$ cat config.mk
export PLATFORM = sky130hd
export DESIGN_NAME = adc_scan_sequencer
export DESIGN_NICKNAME = d
export VERILOG_FILES = /design/src/rtl/adc_seq_pkg.sv /design/src/rtl/adc_word_shifter.sv /design/src/rtl/adc_scan_sequencer.sv
export SDC_FILE = /design/constraint.sdc
export NUM_CORES = 1
export LEC_CHECK = 0
export CAP_MARGIN = 25
export CORE_MARGIN = 4
export CORE_UTILIZATION = 45
export CTS_CLUSTER_DIAMETER = 100
export CTS_CLUSTER_SIZE = 30
export DETAILED_ROUTE_END_ITERATION = 10
export GPL_TIMING_DRIVEN = 0
export PLACE_DENSITY = 0.72
export SLEW_MARGIN = 40
export SYNTH_ARGS = -nofsm -noshare
export SYNTH_HDL_FRONTEND = slang
export SYNTH_SLANG_ARGS = --single-unit
$ cat constraint.sdc
create_clock -name spi_clock_in -period 5.37 [get_ports spi_clock_in]
set_input_delay 1.3425 -clock spi_clock_in [delete_from_list [all_inputs] [get_ports spi_clock_in]]
set_output_delay 1.3425 -clock spi_clock_in [all_outputs]
set_load 0.005 [all_outputs]
$ cat src/rtl/adc_seq_pkg.sv
// Shared constants, word layout and channel-mask helpers for the ADC scan sequencer.
// Latency: n/a (types and pure functions only).
// Backpressure: n/a.
package adc_seq_pkg;

  localparam int WORD_W     = 16;
  localparam int SAMPLE_W   = 12;
  localparam int NUM_CH     = 8;
  localparam int CH_W       = 3;
  localparam int TAG_MSB    = 15;
  localparam int TAG_LSB    = 13;
  localparam int SAMPLE_MSB = 11;

  // One SPI word as it arrives MSB first: tag, reserved bit, sample.
  typedef struct packed {
    logic [CH_W-1:0]     tag;
    logic                rsvd;
    logic [SAMPLE_W-1:0] sample;
  } word_t;

  // Next set bit of mask strictly above ch, wrapping; ch itself if it is the only one; 0 if mask empty.
  function automatic logic [CH_W-1:0] next_enabled(input logic [NUM_CH-1:0] mask,
                                                    input logic [CH_W-1:0]   ch);
    logic [CH_W-1:0] idx;
    logic            found;
    next_enabled = '0;
    found        = 1'b0;
    for (int i = 1; i <= NUM_CH; i++) begin
      idx = ch + CH_W'(i);
      if (!found && mask[idx]) begin
        next_enabled = idx;
        found        = 1'b1;
      end
    end
  endfunction

  // Highest set bit of mask; marks the channel that closes a scan.
  function automatic logic [CH_W-1:0] highest_enabled(input logic [NUM_CH-1:0] mask);
    highest_enabled = '0;
    for (int i = 0; i < NUM_CH; i++) begin
      if (mask[i]) highest_enabled = CH_W'(i);
    end
  endfunction

endpackage

$ cat src/rtl/adc_word_shifter.sv
// SPI slave deserialiser: shifts MOSI MSB first and presents each complete 16-bit word.
// Latency: word/word_strobe valid combinationally during the 16th bit, consumed on that same edge.
// Backpressure: none; raising spi_nss discards any partial word and restarts the bit count.
module adc_word_shifter
  import adc_seq_pkg::*;
(
  input  logic              spi_clock_in,
  input  logic              reset,
  input  logic              spi_nss,
  input  logic              spi_data_in,
  output logic [WORD_W-1:0] word,
  output logic              word_strobe
);

  logic              clr;
  logic [WORD_W-2:0] sh_q, sh_d;
  logic [3:0]        bit_cnt_q, bit_cnt_d;

  // Frame deselect behaves like a reset for the shifter only.
  assign clr = reset | spi_nss;

  // Shift in one bit per edge; the 4-bit counter wraps 15 -> 0 at each word boundary.
  always_comb begin
    sh_d      = {sh_q[WORD_W-3:0], spi_data_in};
    bit_cnt_d = bit_cnt_q + 4'd1;
  end

  // Shifter state, asynchronously cleared by reset or deselect.
  always_ff @(posedge spi_clock_in or posedge clr) begin
    if (clr) begin
      sh_q      <= '0;
      bit_cnt_q <= '0;
    end else begin
      sh_q      <= sh_d;
      bit_cnt_q <= bit_cnt_d;
    end
  end

  // The last bit is taken straight from the pin so the word lands with no extra cycle.
  assign word        = {sh_q, spi_data_in};
  assign word_strobe = (bit_cnt_q == 4'd15) && !spi_nss;

endmodule

$ cat src/rtl/adc_scan_sequencer.sv
// ADC scan sequencer: checks round-robin channel order, banks latest samples, signals clean scans by toggle.
// Latency: all state updates on the 16th rising edge of each word, no extra cycles.
// Backpressure: none; words arrive at SPI rate and are always accepted or flagged.
module adc_scan_sequencer
  import adc_seq_pkg::*;
(
  input  logic                         spi_clock_in,
  input  logic                         reset,
  input  logic                         spi_nss,
  input  logic                         spi_data_in,
  input  logic [NUM_CH-1:0]            ch_enable,
  input  logic                         err_clr,
  output logic [NUM_CH*SAMPLE_W-1:0]   samples,
  output logic [NUM_CH-1:0]            sample_valid,
  output logic                         seq_error,
  output logic                         scan_done_tgl,
  output logic [7:0]                   scan_count,
  output logic [CH_W-1:0]              expected_ch
);

  logic [WORD_W-1:0] word;
  logic              word_strobe;
  word_t             wf;
  logic              rsvd_unused;
  logic [CH_W-1:0]   exp_cur;
  logic              in_order;

  logic [NUM_CH-1:0][SAMPLE_W-1:0] samples_q, samples_d;
  logic [NUM_CH-1:0]               sample_valid_q, sample_valid_d;
  logic                            seq_error_q, seq_error_d;
  logic                            scan_done_tgl_q, scan_done_tgl_d;
  logic [7:0]                      scan_count_q, scan_count_d;
  logic [CH_W-1:0]                 expected_ch_q, expected_ch_d;
  logic                            exp_loaded_q, exp_loaded_d;
  logic                            scan_clean_q, scan_clean_d;

  adc_word_shifter u_shifter (
    .spi_clock_in (spi_clock_in),
    .reset        (reset),
    .spi_nss      (spi_nss),
    .spi_data_in  (spi_data_in),
    .word         (word),
    .word_strobe  (word_strobe)
  );

  assign wf          = word_t'(word);
  assign rsvd_unused = wf.rsvd;

  // Until the first enabled word is accepted, the expected channel tracks the lowest enabled bit of the mask.
  assign exp_cur  = exp_loaded_q ? expected_ch_q : next_enabled(ch_enable, CH_W'(NUM_CH - 1));
  assign in_order = (wf.tag == exp_cur);

  // Sequencer: classify each completed word, store it, track order and scan completion.
  always_comb begin
    samples_d       = samples_q;
    sample_valid_d  = sample_valid_q;
    seq_error_d     = err_clr ? 1'b0 : seq_error_q;
    scan_done_tgl_d = scan_done_tgl_q;
    scan_count_d    = scan_count_q;
    expected_ch_d   = expected_ch_q;
    exp_loaded_d    = exp_loaded_q;
    scan_clean_d    = scan_clean_q;
    if (word_strobe) begin
      if (!ch_enable[wf.tag]) begin
        // Disabled tag: drop the sample, leave ordering untouched.
        seq_error_d = 1'b1;
      end else begin
        samples_d[wf.tag]      = wf.sample;
        sample_valid_d[wf.tag] = 1'b1;
        expected_ch_d          = next_enabled(ch_enable, wf.tag);
        exp_loaded_d           = 1'b1;
        if (!in_order) begin
          // Out of order: keep the data, resync on this tag, spoil the current scan.
          seq_error_d  = 1'b1;
          scan_clean_d = 1'b0;
        end
        if (wf.tag == highest_enabled(ch_enable)) begin
          if (scan_clean_q && in_order) begin
            scan_done_tgl_d = ~scan_done_tgl_q;
            scan_count_d    = scan_count_q + 8'd1;
          end
          scan_clean_d = 1'b1;
        end
      end
    end
  end

  // Sequencer state registers.
  always_ff @(posedge spi_clock_in or posedge reset) begin
    if (reset) begin
      samples_q       <= '0;
      sample_valid_q  <= '0;
      seq_error_q     <= 1'b0;
      scan_done_tgl_q <= 1'b0;
      scan_count_q    <= '0;
      expected_ch_q   <= '0;
      exp_loaded_q    <= 1'b0;
      scan_clean_q    <= 1'b1;
    end else begin
      samples_q       <= samples_d;
      sample_valid_q  <= sample_valid_d;
      seq_error_q     <= seq_error_d;
      scan_done_tgl_q <= scan_done_tgl_d;
      scan_count_q    <= scan_count_d;
      expected_ch_q   <= expected_ch_d;
      exp_loaded_q    <= exp_loaded_d;
      scan_clean_q    <= scan_clean_d;
    end
  end

  assign samples       = samples_q;
  assign sample_valid  = sample_valid_q;
  assign seq_error     = seq_error_q;
  assign scan_done_tgl = scan_done_tgl_q;
  assign scan_count    = scan_count_q;
  assign expected_ch   = exp_cur;

endmodule

# Word-level counts from Yosys, hierarchy flattened
# Cells that the tools add are included.
# totals
regBits,138
latchBits,0
ram_bits,0
romBits,0
input_bits,13
out_inout_bits,117
elab_cells,157
memories,0
# op_classes
n_addsub,9
multipliers,0
n_div,0
order_cmp,9
eq_ne,4
shift,0
mux,80
bitwise,3
reduce_logical,35
# op_table
cell,count
bitwise mux 96 bit,1
2-to-1 mux 3 bit,22
2-to-1 mux 1 bit,45
demux 12 bit (select 3 bit),1
"< comparator 3 x 4 -> 1 bit, second input constant",8
binary-select mux 1 bit (select 3 bit),8
logical AND 1 bit,17
logical NOT 1 bit,15
"adder 3 bit, second input constant",4
2-to-1 mux 12 bit,1
"adder 8 x 1 -> 8 bit, second input constant",1
OR 8 bit,1
"adder 3 x 2 -> 3 bit, second input constant",2
equality test 3 bit,2
"adder 4 x 1 -> 4 bit, second input constant",1
"equality test 4 bit, second input constant",1
AND reduction 4 bit,1
"adder 3 x 1 -> 3 bit, second input constant",1
demux 1 bit (select 3 bit),1
">= comparator 3 x 1 -> 1 bit, second input constant",1
AND reduction 3 bit,1
2-to-1 mux 2 bit,1
"!= test 2 x 1 -> 1 bit, second input constant",1
AND reduction 2 bit,1
other kinds (2),2

# Depth between registers and ports, before layout
# logic_depth
depth_word,39
depth_mapped,13
mapped_depth_nobuf,9

# Cells and area by module
# A second synthesis with hierarchy kept.
# unflattened
cells_unflattened,445
area_unflattened_um2,6418.7
# by_module_without_submodules
module,n_inst,cells_per_inst,area_per_inst_um2,seq_area_each_um2
adc_scan_sequencer,1,418,5881.9,2979.1
adc_word_shifter,1,27,536.8,475.5

# Worst setup path after synthesis
# OpenSTA, ideal clock, no wires.
# synth_timing
path_kind,input to output
from,in ch_enable[5]
to,out expected_ch[2]
arrival_time_ns,2.097
required_ns,4.028
setup_slack_ns,1.931
path_stages,4
path_buffers,1
cell_sequence,clkbuf_1 > or4_1 > nand3_1 > o21ai_1
# synth_between
elab_chain_cells,9
word_cells_on_any_way,11
cone_classes,mux: 6; reduce/logical: 5
# synth_rtl
item,line_no,rtl
start: declaration,adc_scan_sequencer.sv:11,"input logic [NUM_CH-1:0] ch_enable,"
logical AND 1 bit (*),adc_seq_pkg.sv:30,if (!found && mask[idx]) begin
2-to-1 mux 1 bit,adc_seq_pkg.sv:30,
logical NOT 1 bit,adc_seq_pkg.sv:30,
logical AND 1 bit,adc_seq_pkg.sv:30,
2-to-1 mux 1 bit,adc_seq_pkg.sv:30,
logical NOT 1 bit,adc_seq_pkg.sv:30,
logical AND 1 bit,adc_seq_pkg.sv:30,
2-to-1 mux 3 bit (*),adc_seq_pkg.sv:30,
2-to-1 mux 3 bit (*),adc_scan_sequencer.sv:50,"assign exp_cur = exp_loaded_q ? expected_ch_q : next_enabled(ch_enable, CH_W'(NUM_CH - 1));"
end: declaration,adc_scan_sequencer.sv:18,output logic [CH_W-1:0] expected_ch
# Mark *: on every way between the ends. The rest lies on a longest branch, timed or not.

# Final worst setup path
# layout_timing
from,in ch_enable[5]
to,out expected_ch[0]
# The elaborated chain is that of the path after synthesis.

==> results.json <==
{
  "finalClockSkew_ps": 7.111,
  "syn2layout_area_growth_pct": 33.55,
  "synth_flop_cell": "dfrtp_1",
  "timing.hold.ws_ps": 350.3,
  "via_per_inst": 5.470,
  "sequentialPowerShare": 0.439,
  "cts_setup_buffers": 0,
  "clk_pin_slew_ps": 60,
  "layout.nets": 618,
  "initial_core_util": 0.4665,
  "relSlewSlack": 0.4532,
  "dr.pass1.iters": 4,
  "die_w_microns": 125.9,
  "die_h_microns": 125.9,
  "core-area_sq_um": 13400,
  "h-tree-depth": 4,
  "drive_gt1_frac": 0.2266,
  "yosys-top-cells-area": "dfrtp_1 (55%), mux2_2 (7.7%), mux2_4 (6.0%), mux2_1 (5.9%), mux4_2 (3.6%)",
  "drc_errors": 0,
  "ys_seq_area_frac": 0.5526,
  "placed_area_sq_um": 7775,
  "ant_nets": 0,
  "fin_crit_ps": 4649,
  "path_class": "in -> out",
  "synth_area_leader_cell": "dfrtp_1",
  "max_cap_violations": 0,
  "design_area_sq_um": 8348,
  "avgSynthCellArea_sq_um": 13.86,
  "powerDensity_nw_per_um2": 305.2,
  "cts_tree": "built",
  "power.leakage_nw": 3.945,
  "ys_ff_latch": 138,
  "nFillCells": 1045,
  "cts_sinks": 138,
  "antenna_found_initial": 0,
  "slew_violations": 0,
  "grt_usage": 0.2049,
  "p_switching_uw": 599.0,
  "sw_frac_of_total": 0.2351,
  "grt_first_pass_wirelength_mm": 25.50,
  "yosysUniqueCellTypes": 52,
  "synth-edff-count": 0,
  "tns_ps": 0,
  "hpwl_mm": 10.89,
  "p_int_mw": 1.949,
  "overflow": 0,
  "status": "finished, final reports clean",
  "start_kind": "input pin",
  "grt_pass1_vias": 4514,
  "cp-end-kind": "output port",
  "num_vias": 4294,
  "synth_area_sq_um": 6251,
  "crit_required_ps": 4030,
  "power_frac_clock": 0.446,
  "wire_per_inst_microns": 19.92,
  "finalSetupViolCount": 0,
  "placed_cells": 754,
  "rows": 42,
  "yosysTopAreaCellShare": 0.5484,
  "gp_congestion": 0.9210,
  "grt_setup_unrepaired": "false",
  "antenna_cells": 0,
  "fin_crit_sh": 0.8657,
  "critPathMaxFanout": 10,
  "clk_latency_ps": 410,
  "die_area_sq_um": 15840,
  "cts_inserted_buffers": 17,
  "synthesis.nets": 472,
  "grt_start_max_net_pins": 69,
  "pin_count": 130,
  "tightest_slew_ps": 814.3,
  "cts-root-buf": "clkbuf_16",
  "io_buffers": 126,
  "ff_latch_area_sq_um": 3455,
  "fmax_mhz": 215.1,
  "final_hold_viol_count": 0,
  "multi_input_area_sq_um": 2596,
  "ys_warn_count": 0,
  "arrival_ps": 3310,
  "max-clock-path-buffers": 2,
  "finalNonFillerCells": 785,
  "vdd_ir_drop_max_uv": 192.6,
  "routed_wl_mm": 15.64,
  "synth_cells": 451,
  "total_power_mw": 2.548,
  "hp-class": "reg -> reg",
  "async_flop_share": 1.000,
  "combPwrFrac": 0.116,
  "first_iter_violations": 326,
  "cts_resized": 0,
  "cts-hold-fix-buffers": 0
}
routing by layer:
| layer | up-vias | track usage | share of wire |
|---|---|---|---|
| met2 | 170 | 0.3103 | 0.47 |
| met3 | 19 | 0.08891 | 0.095 |
| met5 | - | 0 | 0 |
| met4 | 0 | 0.05615 | 0.013 |
| li1 | 1921 | - | - |
| met1 | 2184 | 0.2722 | 0.42 |
critical path, cell delays in order:
cell and delay, ps:
clkdlybuf4s50_1 480, clkbuf_1 340, inv_1 110, a21oi_1 140, o21bai_1 90, a21oi_1 250, clkdlybuf4s50_1 560
through the flow:
| step | setup slack [ps] | util |
|---|---|---|
| finish | 721.3 | 0.6230 |
| global placement | -746.0 | 0.5770 |
| floorplan | 871.7 | - |
| global route | 568.7 | 0.6230 |
| CTS | 702.5 | 0.6230 |
| detailed placement | 707.9 | 0.5802 |
power by group through the flow:
stage	Combinational, mW	Clock, mW	Sequential (mW)
after floorplan	0.166	0	1.13
after global placement	0.285	0	1.13
after detailed placement	0.293	0	1.14
after CTS	0.295	1.16	1.12
after global routing	0.321	1.21	1.12
final	0.294	1.14	1.12
flip-flops by register name (all words and copies together) (netlist names), 3 cells and up:
name,count
expected_ch_q,3
sample_valid,8
samples,96
scan_count,8
u_shifter.bit_cnt_q,4
u_shifter.sh_q,15
final cells by class:
class	instances	share of cell area
Buffer	29	0.01993
Multi-Input combinational cell	273	0.3110
Timing Repair Buffer	127	0.1544
Inverter	11	0.005845
Sequential cell	138	0.4138
Tap cell	176	0.02638
Clock inverter	7	0.01094
Clock buffer	24	0.05770
worst paths after layout:
check / slack [ps] / to / startpoint / cells after the start
hold / removal: 350 / u_shifter.sh_q[12]$_DFF_PP0_ / u_shifter.sh_q[11]$_DFF_PP0_ / 0
setup / recovery: 720 / expected_ch[0] / ch_enable[5] / 7
max in group asynchronous: 3280 / samples[70]$_DFFE_PP0P_ / reset / 3
min in group asynchronous: 1410 / u_shifter.bit_cnt_q[2]$_DFF_PP0_ / spi_nss / 2
setup reg to reg: 1600 / expected_ch_q[1]$_DFFE_PP0P_ / u_shifter.sh_q[13]$_DFF_PP0_ / 13
hold reg to reg: 350 / u_shifter.sh_q[12]$_DFF_PP0_ / u_shifter.sh_q[11]$_DFF_PP0_ / 0
cell usage in the layout (no fill, tap or decap), types with 4 or more instances in the layout:
cell | synthesis | final
nand3_1 | 10 | 10
inv_1 | 10 | 9
a211oi_1 | 4 | 4
mux4_2 | 10 | 10
buf_6 | 4 | 4
nor4_1 | 7 | 7
or2_1 | 5 | 5
nor3_1 | 5 | 5
clkbuf_1 | 4 | 8
xnor2_1 | 5 | 5
dfrtp_1 | 137 | 137
mux2_4 | 25 | 25
nand2_1 | 11 | 11
xor2_1 | 10 | 10
o21ai_0 | 9 | 9
o31ai_1 | 4 | 4
clkdlybuf4s50_1 | 0 | 126
and3_1 | 6 | 6
nand2b_1 | 7 | 7
mux2_2 | 43 | 43
mux2_1 | 33 | 33
buf_2 | 16 | 16
a22o_1 | 4 | 4
mux2i_1 | 13 | 13
nor2_1 | 12 | 11
ha_1 | 8 | 8
clkbuf_16 | 0 | 17
nand4_1 | 5 | 5
a21oi_1 | 7 | 7
cell families (layout without fill, tap and decap cells):
family	after synthesis	count (layout)	synth area share
muxes	125	125	0.2560
DFF	138	138	0.5526
buffers and inverters	40	198	0.03323
xor gates and xnor gates	15	15	0.02102
adders and majority gates	8	8	0.01601
AOI/OAI and AO/OA	48	48	0.05184
and+or+nand+nor	77	77	0.06925
cell usage after synthesis (all sizes together), types with 5 or more instances:
| library cell | count |
|---|---|
| nand3 | 10 |
| mux4 | 10 |
| xor2 | 10 |
| nor2 | 13 |
| dfrtp | 137 |
| inv | 11 |
| nor4 | 7 |
| xnor2 | 5 |
| o21ai | 13 |
| ha | 8 |
| mux2 | 101 |
| nand4 | 5 |
| mux2i | 14 |
| nand2 | 11 |
| or2 | 6 |
| buf | 25 |
| and3 | 6 |
| nand2b | 7 |
| a21oi | 7 |
| nor3 | 5 |
Note: power is estimated with default switching activity, not from simulation.
